File: src/rtl/ex_mem_stage_if.sv
// ex_mem_stage_if: EX/MEM stage bus bundling EX results, dcache request and MEM/WB-side outputs.
interface ex_mem_stage_if #(
    parameter int WORD_W = 32,
    parameter int REG_W  = 5
);
    logic              ihit;
    logic              dhit;
    logic              flush;
    logic [WORD_W-1:0] ex_aluout;
    logic [WORD_W-1:0] ex_storedata;
    logic [REG_W-1:0]  ex_wsel;
    logic              ex_wen;
    logic              ex_dren;
    logic              ex_dwen;
    logic              ex_memtoreg;
    logic              ex_halt;
    logic [WORD_W-1:0] dmemload;
    logic              dmemREN;
    logic              dmemWEN;
    logic [WORD_W-1:0] dmemaddr;
    logic [WORD_W-1:0] dmemstore;
    logic [REG_W-1:0]  emsel;
    logic              emwen;
    logic [WORD_W-1:0] em_aluout;
    logic [WORD_W-1:0] em_loaddata;
    logic              em_memtoreg;
    logic              em_halt;
    logic              mem_busy;
    logic [31:0]       stall_count;

    modport slave (
        input  ihit, dhit, flush, ex_aluout, ex_storedata, ex_wsel, ex_wen, ex_dren, ex_dwen,
               ex_memtoreg, ex_halt, dmemload,
        output dmemREN, dmemWEN, dmemaddr, dmemstore, emsel, emwen, em_aluout, em_loaddata,
               em_memtoreg, em_halt, mem_busy, stall_count
    );

    modport master (
        output ihit, dhit, flush, ex_aluout, ex_storedata, ex_wsel, ex_wen, ex_dren, ex_dwen,
               ex_memtoreg, ex_halt, dmemload,
        input  dmemREN, dmemWEN, dmemaddr, dmemstore, emsel, emwen, em_aluout, em_loaddata,
               em_memtoreg, em_halt, mem_busy, stall_count
    );
endinterface

File: src/rtl/ex_mem_stage.sv
// ex_mem_stage: EX/MEM latch plus dcache request sequencer; stalls via mem_busy until dhit.
// Define EM_STALL_CNT_EN to build the saturating stall_count counter (tied to 0 otherwise).
module ex_mem_stage #(
    parameter int WORD_W = 32,
    parameter int REG_W  = 5
) (
    input  logic          CLK,
    input  logic          nRST,
    ex_mem_stage_if.slave bus
);
    localparam logic [1:0] IDLE = 2'd0;
    localparam logic [1:0] REQ  = 2'd1;
    localparam logic [1:0] DONE = 2'd2;

    logic [1:0]        state;
    logic [REG_W-1:0]  wsel;
    logic              wen;
    logic              dren;
    logic              dwen;
    logic              memtoreg;
    logic              halt;
    logic [WORD_W-1:0] aluout;
    logic [WORD_W-1:0] storedata;
    logic [WORD_W-1:0] loaddata;
    logic              req_hit;
    logic              advance;
    logic              bubble;

    assign req_hit      = state == REQ && bus.dhit;
    assign bus.mem_busy = state == REQ && !bus.dhit;
    assign advance      = bus.ihit && !bus.mem_busy;
    // once halted, every later advance is a bubble so no further dcache traffic is issued
    assign bubble       = bus.flush || halt;

    always_ff @(posedge CLK or negedge nRST) begin
        if (!nRST) begin
            state     <= IDLE;
            wsel      <= '0;
            wen       <= 1'b0;
            dren      <= 1'b0;
            dwen      <= 1'b0;
            memtoreg  <= 1'b0;
            halt      <= 1'b0;
            aluout    <= '0;
            storedata <= '0;
            loaddata  <= '0;
        end else begin
            if (advance) begin
                wsel      <= bubble ? '0 : bus.ex_wsel;
                wen       <= !bubble && bus.ex_wen;
                dren      <= !bubble && bus.ex_dren;
                dwen      <= !bubble && bus.ex_dwen;
                memtoreg  <= !bubble && bus.ex_memtoreg;
                aluout    <= bubble ? '0 : bus.ex_aluout;
                storedata <= bubble ? '0 : bus.ex_storedata;
                halt      <= halt || (!bus.flush && bus.ex_halt);
                state     <= (!bubble && (bus.ex_dren || bus.ex_dwen)) ? REQ : IDLE;
            end else if (req_hit) begin
                state <= DONE;
            end
            if (req_hit && dren && !dwen)
                loaddata <= bus.dmemload;
        end
    end

    // a store wins over a simultaneous load request
    assign bus.dmemREN     = state == REQ && dren && !dwen;
    assign bus.dmemWEN     = state == REQ && dwen;
    assign bus.dmemaddr    = aluout;
    assign bus.dmemstore   = storedata;
    assign bus.emsel       = wsel;
    assign bus.emwen       = wen && (wsel != '0);
    assign bus.em_aluout   = aluout;
    assign bus.em_loaddata = loaddata;
    assign bus.em_memtoreg = memtoreg;
    assign bus.em_halt     = halt;

`ifdef EM_STALL_CNT_EN
    logic [31:0] cnt;

    always_ff @(posedge CLK or negedge nRST) begin
        if (!nRST)
            cnt <= '0;
        else if (bus.mem_busy && cnt != '1)
            cnt <= cnt + 32'd1;
    end

    assign bus.stall_count = cnt;
`else
    assign bus.stall_count = '0;
`endif
endmodule

File: src/flat_wrapper.sv
// flat-port wrapper written by rule: the top's interface ports become plain ports
module ex_mem_stage_flat 
#(
    parameter int WORD_W = 32,
    parameter int REG_W  = 5
)
  (CLK, nRST, bus_ihit, bus_dhit, bus_flush, bus_ex_aluout, bus_ex_storedata, bus_ex_wsel, bus_ex_wen, bus_ex_dren, bus_ex_dwen, bus_ex_memtoreg, bus_ex_halt, bus_dmemload, bus_dmemREN, bus_dmemWEN, bus_dmemaddr, bus_dmemstore, bus_emsel, bus_emwen, bus_em_aluout, bus_em_loaddata, bus_em_memtoreg, bus_em_halt, bus_mem_busy, bus_stall_count);
  ex_mem_stage_if #(.WORD_W(WORD_W), .REG_W(REG_W)) bus_i ();
  input  logic CLK;
  input  logic nRST;
  input wire logic [$bits(bus_i.ihit)-1:0] bus_ihit;
  input wire logic [$bits(bus_i.dhit)-1:0] bus_dhit;
  input wire logic [$bits(bus_i.flush)-1:0] bus_flush;
  input wire logic [$bits(bus_i.ex_aluout)-1:0] bus_ex_aluout;
  input wire logic [$bits(bus_i.ex_storedata)-1:0] bus_ex_storedata;
  input wire logic [$bits(bus_i.ex_wsel)-1:0] bus_ex_wsel;
  input wire logic [$bits(bus_i.ex_wen)-1:0] bus_ex_wen;
  input wire logic [$bits(bus_i.ex_dren)-1:0] bus_ex_dren;
  input wire logic [$bits(bus_i.ex_dwen)-1:0] bus_ex_dwen;
  input wire logic [$bits(bus_i.ex_memtoreg)-1:0] bus_ex_memtoreg;
  input wire logic [$bits(bus_i.ex_halt)-1:0] bus_ex_halt;
  input wire logic [$bits(bus_i.dmemload)-1:0] bus_dmemload;
  output wire logic [$bits(bus_i.dmemREN)-1:0] bus_dmemREN;
  output wire logic [$bits(bus_i.dmemWEN)-1:0] bus_dmemWEN;
  output wire logic [$bits(bus_i.dmemaddr)-1:0] bus_dmemaddr;
  output wire logic [$bits(bus_i.dmemstore)-1:0] bus_dmemstore;
  output wire logic [$bits(bus_i.emsel)-1:0] bus_emsel;
  output wire logic [$bits(bus_i.emwen)-1:0] bus_emwen;
  output wire logic [$bits(bus_i.em_aluout)-1:0] bus_em_aluout;
  output wire logic [$bits(bus_i.em_loaddata)-1:0] bus_em_loaddata;
  output wire logic [$bits(bus_i.em_memtoreg)-1:0] bus_em_memtoreg;
  output wire logic [$bits(bus_i.em_halt)-1:0] bus_em_halt;
  output wire logic [$bits(bus_i.mem_busy)-1:0] bus_mem_busy;
  output wire logic [$bits(bus_i.stall_count)-1:0] bus_stall_count;
  assign bus_i.ihit = bus_ihit;
  assign bus_i.dhit = bus_dhit;
  assign bus_i.flush = bus_flush;
  assign bus_i.ex_aluout = bus_ex_aluout;
  assign bus_i.ex_storedata = bus_ex_storedata;
  assign bus_i.ex_wsel = bus_ex_wsel;
  assign bus_i.ex_wen = bus_ex_wen;
  assign bus_i.ex_dren = bus_ex_dren;
  assign bus_i.ex_dwen = bus_ex_dwen;
  assign bus_i.ex_memtoreg = bus_ex_memtoreg;
  assign bus_i.ex_halt = bus_ex_halt;
  assign bus_i.dmemload = bus_dmemload;
  assign bus_dmemREN = bus_i.dmemREN;
  assign bus_dmemWEN = bus_i.dmemWEN;
  assign bus_dmemaddr = bus_i.dmemaddr;
  assign bus_dmemstore = bus_i.dmemstore;
  assign bus_emsel = bus_i.emsel;
  assign bus_emwen = bus_i.emwen;
  assign bus_em_aluout = bus_i.em_aluout;
  assign bus_em_loaddata = bus_i.em_loaddata;
  assign bus_em_memtoreg = bus_i.em_memtoreg;
  assign bus_em_halt = bus_i.em_halt;
  assign bus_mem_busy = bus_i.mem_busy;
  assign bus_stall_count = bus_i.stall_count;
  ex_mem_stage #(.WORD_W(WORD_W), .REG_W(REG_W)) u_core (.CLK(CLK), .nRST(nRST), .bus(bus_i));
endmodule
File: config.mk
export PLATFORM = sky130hd
export DESIGN_NAME = ex_mem_stage_flat
export DESIGN_NICKNAME = d
export VERILOG_FILES = /design/src/rtl/ex_mem_stage_if.sv /design/src/rtl/ex_mem_stage.sv /design/src/flat_wrapper.sv
export SDC_FILE = /design/constraint.sdc
export NUM_CORES = 1
export LEC_CHECK = 0
export CORE_ASPECT_RATIO = 0.9
export CORE_UTILIZATION = 39
export DETAILED_ROUTE_END_ITERATION = 10
export GPL_ROUTABILITY_DRIVEN = 0
export PLACE_DENSITY_LB_ADDON = 0.05
export SETUP_SLACK_MARGIN = 0.15
export SYNTH_ARGS = -nofsm -noshare
export SYNTH_HDL_FRONTEND = slang
export SYNTH_SLANG_ARGS = --single-unit
File: constraint.sdc
create_clock -name CLK -period 1.8 [get_ports CLK]
set_input_delay 0.36 -clock CLK [delete_from_list [all_inputs] [get_ports CLK]]
set_output_delay 0.36 -clock CLK [all_outputs]
set_load 0.01 [all_outputs]
Word level (Yosys, flattened, before mapping)
Index checks and enable logic that the tools add are counted.
W data, S select, Z words.
{ "totals": {"register_bits": 108, "input_bits": 111} }
{ "op_classes": {"n_eq_ne": 1, "muxes": 6, "reduce_logical": 25} }
{ "op_table": {"columns": ["operator", "count"], "rows": [
  ["$mux W32", 2],
  ["$logic_and A1 B1 Y1", 15],
  ["$logic_not A1 Y1", 5],
  ["$mux W5", 1],
  ["$reduce_bool A5 Y1", 1],
  ["$mux W2", 2],
  ["$logic_or A1 B1 Y1", 3],
  ["$eq A2 B1 Y1 const B", 1],
  ["$reduce_bool A2 Y1", 1],
  ["$mux W1", 1]
]} }

Logic depth before layout (Yosys ltp)
Gate-level depths: netlist of run 1.
{ "depth": {"ltp_word": 5, "ltp_mapped": 5, "mapped_depth_nobuf": 3} }

Least setup slack after synthesis of run 1
No wires, ideal clock.
{ "synth_timing": {"path_type": "register to register", "startpoint": "reg u_core.state[1]", "endpoint": "reg u_core.loaddata[0], in the netlist u_core.bus.em_loaddata[0]", "arrival_time_ns": 1.244, "t_required_ns": 1.675, "slack_ns": 0.431, "stages_incl_launch_ff": 5, "path_buffers": 1, "period_less_slack_ns": 1.369, "cell_sequence": "dfrtp_1 and4bb_4 nand2_4 buf_6 mux2_4"} }
{ "synth_between": {"elab_chain_cells": 4} }
{ "synth_rtl": {"columns": ["element", "line", "text"], "rows": [
  ["from (decl)", "ex_mem_stage.sv:15", "logic [1:0] state;"],
  ["from (signal assigned)", "ex_mem_stage.sv:57", "state <= (!bubble && (bus.ex_dren || bus.ex_dwen)) ? REQ : IDLE;"],
  ["$eq A2 B1 Y1", "ex_mem_stage.sv:29", "assign req_hit = state == REQ && bus.dhit;"],
  ["$logic_and A1 B1 Y1", "ex_mem_stage.sv:29", null],
  ["$logic_and A1 B1 Y1 (2 in series)", "ex_mem_stage.sv:61", "if (req_hit && dren && !dwen)"],
  ["to (signal assigned)", "ex_mem_stage.sv:62", "loaddata <= bus.dmemload;"],
  ["to (decl)", "ex_mem_stage.sv:24", "logic [WORD_W-1:0] loaddata;"]
]} }
Every way passes these cells.
A chain may end at the register's enable or synchronous reset.

Worst setup path after layout of run 1
{ "layout_timing": {"startpoint": "reg u_core.wsel[0], in the netlist u_core.bus.emsel[0]", "endpoint": "out bus_emwen"} }
{ "layout_between": {"elab_chain_cells": 2} }
{ "layout_rtl": {"columns": ["element", "line", "text"], "rows": [
  ["from (decl)", "ex_mem_stage.sv:16", "logic [REG_W-1:0] wsel;"],
  ["from (signal assigned)", "ex_mem_stage.sv:49", "wsel <= bubble ? '0 : bus.ex_wsel;"],
  ["$reduce_bool A5 Y1", "ex_mem_stage.sv:72", "assign bus.emwen = wen && (wsel != '0);"],
  ["$logic_and A1 B1 Y1", "ex_mem_stage.sv:72", null],
  ["to (decl)", "flat_wrapper.sv:28", "output wire logic [$bits(bus_i.emwen)-1:0] bus_emwen;"]
]} }
Every way passes these cells.

==> impl_results.md, run 1 <==
- Outcome: completed
- Adder-cell share of the synthesized area: 0%
- Detailed Place HPWL: 9.21 mm
- Net Sw Power: 1210 uW
- Cell Rows: 39
- Startpoint types: flop
- Final hold vios: 0
- TNS Setup: 0 ns
- Tot GR Track Use: 18.6%
- Reg2Reg Launch Point: u_core.state[0]
- Syn. warnings: 0
- Max VDD drop: 0.000480 V
- CTS H-tree depth: 3
- Vias per std cell: 4.33
- Initial antenna violation count: 0
- Ant diodes: 0
- Comb power frac: 13.6%
- Clock buffer depth: 2
- CP required: 1.44 ns
- Pre-antenna DRT Iters: 4
- Post-Layout Cell Count: 855
- Worst-path clk slew: 0.07 ns
- Worst Reg-to-Reg Cells: 5
- Cell count after synthesis: 460
- First-pass GRT wire length: 19.6 mm
- # IOs: 282
- Multiplexer area fraction after synthesis: 23.4%
- Post-synthesis sequential area ratio: 52.0%
- Post-synth cell types: 21
- CP startpoint: u_core.bus.emsel[0]
- Final Max Tran Viols: 0
- Post-synthesis simple-gate area fraction: 6.60%
- Compound-Gate Fraction of Synth Area: 0.578%
- CTS tree: yes
- Synth Area in XOR/XNOR: 0%
- Post-layout total power: 5930 uW
- Reg area: 2700 um^2
- Port bufs: 249
- P_int: 4720 uW
- GRT met3 Usage: 4.46%
- Setup violators final: 0
- Synthesized cell area: 5190 um^2
- R2R Path End: u_core.bus.em_loaddata[31]
- Syn avg cell area: 11.3 um^2
- CTS Sinks: 108
- Nets@finish: 797
- CP max FO: 3
- Crit end category: output pin
- Placed insts: 832
- Max_cap viols: 0
- Fmax: 609 MHz
- Reg-to-reg slack, setup: 0.29 ns
- Clk_lat worst skew: 0.34 ns
- Die H: 111 um
- Main combinational cell family by area after synthesis: multiplexers
- Core ar.: 12,800 um^2
- ANT nets after route: 0
- Crit path arrival time: 1.28 ns
- Post-DR wirelength/cell: 14.9 um
- FF+latch count, synth: 108
- Leak pwr: 0.00514 uW
- Remaining Overflow, GRT: 0
- Switching Fraction: 20.5%
- Final critical-path required period: 1.64 ns
- Drt drc: 0
- Via count: 3,703
- Fraction of layout cells with a size suffix above 1: 10.9%
- Area Growth Syn to Fin: 57.9%
- Largest net degree at the start of global routing: 63
- Clock buffer count from CTS: 9
- Multi-input gate area: 1740 um^2
- Grt peak-use layer: met2
- DIE AREA: 13,800 um^2
- Fin Clk Skew: 0.00663 ns
- Clock power share: 43.1%
- Min-Delay Path Class: in2async
- Initial core utilization: 40.5%
- Met2 usage in global routing: 31.1%
- Filler cells: 1,012
- RSZ-0062 raised after global routing: true
- Cts hold-fix bufs: 0
- Worst path max stage delay: 0.41 ns
- Crit-path cells: nor4_2, a21oi_1, buf_2
- Pwr/cell area: 724 nW/um^2
- CP max-delay cell: dfrtp_1
- Final Util: 63.9%
- CTS Root Buffer Type: clkbuf_16
- Period utilisation layout: 91.2%
- Die width: 124 um
- CP Class: reg2out
- Sequential power share: 43.3%
- Vias in the first global route: 3,759
- Drt first-iter violations: 153
- Drt total wl: 12.8 mm
- Met1 usage: 23.0%
==> area by class of cell <==
class,count,area share (%)
clock buffer,10,2.91
clock inverter,6,1.94
inverter,73,3.34
multi-input combinational,227,21.2
sequential,108,33.0
tap,164,2.50
timing repair buffer,267,35.1
==> kinds of logic after synthesis <==
logic type	after synthesis
compound gates	5
mux	106
simple gates	84
buf+inv	156
flops	108
other cells	1
==> worst max-delay path, delay by kind of cell (launching register included) <==
kind	cells	cell delay, ns
AND/OR/NAND/NOR	1	0.29
flip-flops	1	0.41
buffers and inverters	1	0.14
AO/OA/AOI/OAI	1	0.10
==> worst max-delay path by stage <==
stage / end / slack (ns) / cells past startpoint
2_1_floorplan: u_core.bus.em_loaddata[0] / 0.43 / 4
3_3_place_gp: bus_mem_busy / 0.006 / 3
3_5_place_dp: u_core.bus.dmemaddr[14] / -0.05 / 5
4_1_cts: bus_mem_busy / 0.13 / 3
5_1_grt: bus_emwen / 0.12 / 3
6_report: bus_emwen / 0.16 / 3
==> cells in the final DEF, fill, tap and decap left out, types with 2 or more instances in the layout <==
cell,count
a21oi_1,2
buf_12,9
buf_2,3
buf_4,10
bufinv_16,5
clkbuf_16,9
clkdlybuf4s50_1,149
conb_1,32
dfrtp_1,108
dlygate4sd2_1,20
dlymetal6s2s_1,75
inv_1,73
mux2_1,2
mux2_4,30
mux2i_1,74
nand2_1,75
nor2_1,3
==> synth_stat cells <==
cell type	number	area, um^2
nor4_1	1	6.26
buf_6	9	101
mux2i_1	74	741
clkbuf_1	6	22.5
buf_4	65	488
conb_1	1	3.75
mux2_4	30	450
o21bai_1	1	7.51
dfrtp_1	108	2700
nand2_1	75	282
buf_1	1	3.75
and4bb_4	1	16.3
o211ai_1	1	7.51
buf_2	2	10.0
inv_1	73	274
nand2b_1	2	12.5
nor2_1	4	15.0
nand2_4	1	11.3
o21ai_1	1	5.00
mux2_1	2	22.5
a21oi_1	2	10.0
==> per-layer routing <==
layer | wire length (um) | vias to the layer above
li1 | - | 1779
met1 | 5200 | 1744
met2 | 6350 | 162
met3 | 926 | 18
met4 | 292 | 0
met5 | 0 | -
==> power groups by stage <==
stage / clock network, uW / logic (uW) / registers (uW)
floorplan: 0 / 299 / 2660
global placement: 0 / 820 / 2610
detailed placement: 0 / 825 / 2620
CTS: 2630 / 831 / 2570
global route: 2740 / 862 / 2580
finish: 2560 / 809 / 2570
==> metrics by stage <==
stage / worst slack [ns] / hold WS [ns] / cell area, um^2
after floorplan: 0.431 / 0.0644 / 5310
after global placement: 0.00597 / 0.392 / 7590
after detailed placement: -0.0496 / 0.393 / 7590
after CTS: 0.135 / 0.0243 / 8010
after global routing: 0.115 / 0.0314 / 8200
final: 0.159 / 0.0206 / 8200
==> repair_timing <==
item / CTS / global route
buffers inserted: 6 / 1
pin swaps: 3 / 3
resized for setup: 35 / 78
endpoints found under the setup margin: 29 / 79
==> flip-flops by register name (all words and copies together) (netlist names) <==
name and cells:
u_core.bus.dmemaddr 32, u_core.bus.dmemstore 32, u_core.bus.em_loaddata 32, u_core.bus.emsel 5
u_core.state 2, u_core.bus.em_halt 1, u_core.bus.em_memtoreg 1, u_core.dren 1
u_core.dwen 1, u_core.wen 1
Power figures use the tool's default switching activity.
==> run 2: changes to the inputs <==
--- a/config.mk
+++ b/config.mk
@@ -7,4 +7,5 @@
 export LEC_CHECK = 0
 export CORE_ASPECT_RATIO = 0.9
+export CORE_MARGIN = 2
 export CORE_UTILIZATION = 39
 export DETAILED_ROUTE_END_ITERATION = 10
==> constraint.sdc (replaced) <==
create_clock -name CLK -period 1.8 [get_ports CLK]
set_input_delay 0.18 -clock CLK [delete_from_list [all_inputs] [get_ports CLK]]
set_output_delay 0.18 -clock CLK [all_outputs]
set_load 0.01 [all_outputs]
==> run 2 against run 1 <==
Compared with the run above: fmax increased by 6.1%; die area increased by 3.4%; largest cell class is now registers; global-route usage decreased by 1.0 points; flip-flop and latch count unchanged; wire length decreased by 2.1%; power decreased by 14%; worst hold slack improved by 0.35 ns; final cell count decreased by 0.70%; final area decreased by 4.3%; core utilization decreased by 2.8 points; worst setup slack improved by 0.094 ns.
==> impl_results.md, run 2 (synthesized netlist as in run 1, its figures left out) <==
- Outcome: completed
- RSZ-0062 raised after global routing: false
- Pre-antenna DRT Iters: 4
- TNS Setup: 0 ns
- First-pass GRT wire length: 19.8 mm
- Leak pwr: 0.00356 uW
- Area Growth Syn to Fin: 51.0%
- Commonest non-fill, non-tap cell in the layout: clkdlybuf4s50_1
- Max VDD drop: 0.000391 V
- Worst-path clk slew: 0.07 ns
- Crit path arrival time: 1.37 ns
- Startpoint types: flop
- Crit end category: output pin
- Fraction of layout cells with a size suffix above 1: 8.76%
- Ant diodes: 0
- Placed insts: 831
- Clk_lat worst skew: 0.34 ns
- CTS tree: yes
- Clock buffer count from CTS: 9
- Tot GR Track Use: 17.6%
- # IOs: 282
- Via count: 3,705
- Period utilisation layout: 86.0%
- Max-Slew Margin vs Limit: 65.9%
- Initial antenna violation count: 0
- Fmax: 646 MHz
- Remaining Overflow, GRT: 0
- Core ar.: 12,800 um^2
- Clock buffer depth: 2
- Setup WS pre-CTS: 0.0964 ns
- Vias in the first global route: 3,752
- ANT nets after route: 0
- Worst Reg-to-Reg Cells: 4
- DIE AREA: 14,300 um^2
- Die H: 113 um
- Fin Clk Skew: 0.00410 ns
- Port bufs: 249
- Final critical-path required period: 1.55 ns
- CTS Sinks: 108
- CTS H-tree depth: 3
- CP max FO: 4
- Reg-to-reg slack, setup: 0.30 ns
- Initial core utilization: 40.5%
- Setup violators final: 0
- Vias per std cell: 4.36
- R2R Path End: u_core.bus.dmemstore[31]
- Min-Delay Path Class: in2async
- Final Max Tran Viols: 0
- CTS Root Buffer Type: clkbuf_16
- Post-Layout Cell Count: 849
- CP required: 1.62 ns
- Least-Margin Pin Slew: 0.512 ns
- Final hold vios: 0
- Reg2Reg Launch Point: u_core.state[1]
- Largest net degree at the start of global routing: 42
- Drt total wl: 12.5 mm
- Cell Rows: 39
- Final Worst Setup Slack: 0.253 ns
- Drt first-iter violations: 152
- Die width: 126 um
- Pwr/cell area: 654 nW/um^2
- CP Class: reg2out
- Drt drc: 0
- Post-DR wirelength/cell: 14.7 um
- Most frequent cells in the layout: clkdlybuf4s50_1, dfrtp_1, nand2_1, mux2i_1, inv_1
- Max_cap viols: 0
- Hold_ws: 0.370 ns
- Detailed Place HPWL: 9.37 mm
- Filler cells: 1,078
- Nets@finish: 792
-- run 2: changes by cell type in the layout (fill, tap and decap cells not counted), sizes merged --
cell           change
dlygate4sd3        +1
clkdlybuf4s50     +95
dlygate4sd2       -17
clkbuf             +2
clkdlybuf4s15      +1
buf                -9
bufinv             -5
clkinvlp           +1
dlymetal6s2s      -75
-- run 2: stage by stage --
step	cell area [um^2]	total power (uW)	util, %
2_1_floorplan	5310	2960	-
3_3_place_gp	7560	3430	58.9
3_5_place_dp	7560	3430	58.9
4_1_cts	7830	5220	61.0
5_1_grt	7840	5360	61.1
6_report	7840	5130	61.1
-- run 2: per-layer routing --
metal	share of wire (%)	track usage [%]
met3	7.4	5.86
met5	0	0
met2	52	30.5
met1	39	21.1
met4	1.5	5.19
-- run 2: worst max path at each step --
stage	from	to	slack, ns	depth (start not counted)
floorplan	u_core.state[1]	u_core.bus.em_loaddata[0]	0.43	4
global placement	bus_dhit	bus_mem_busy	0.16	3
global route	u_core.bus.emsel[4]	bus_emwen	0.18	3
CTS	u_core.bus.emsel[0]	bus_emwen	0.16	3
finish	u_core.state[1]	bus_mem_busy	0.25	3
detailed placement	bus_dhit	u_core.bus.dmemstore[31]	0.1	4
-- run 2: final cells by class --
type | count | area, um^2 | share of cell area, %
Sequential cell | 108 | 2700 | 34.5
Timing Repair Buffer | 262 | 2670 | 34.1
Multi-Input combinational cell | 227 | 1730 | 22.1
Inverter | 73 | 274 | 3.49
Clock buffer | 13 | 240 | 3.06
Tap cell | 164 | 205 | 2.62
Clock inverter | 2 | 12.5 | 0.160
-- run 2: critical path: stages (launching register included) --
cell and delay (ns):
dfrtp_1 0.41, nand2b_2 0.24, nor2_1 0.11, dlygate4sd2_1 0.28
-- run 2: timing repair --
action                                  4_1_cts  5_1_grt
endpoints found under the setup margin        4        1
hold buffers                                  1        0
hold endpoints to repair                     33        0
pin swaps                                     0        1
buffers inserted                              0        2
gates resized for setup                       6        1
-- run 2: power by group --
| part | internal (uW) | switching [uW] | leakage (uW) |
|---|---|---|---|
| clock | 931 | 818 | 0.000120 |
| sequential | 2520 | 50.0 | 0.00149 |
| combinational | 527 | 287 | 0.00195 |
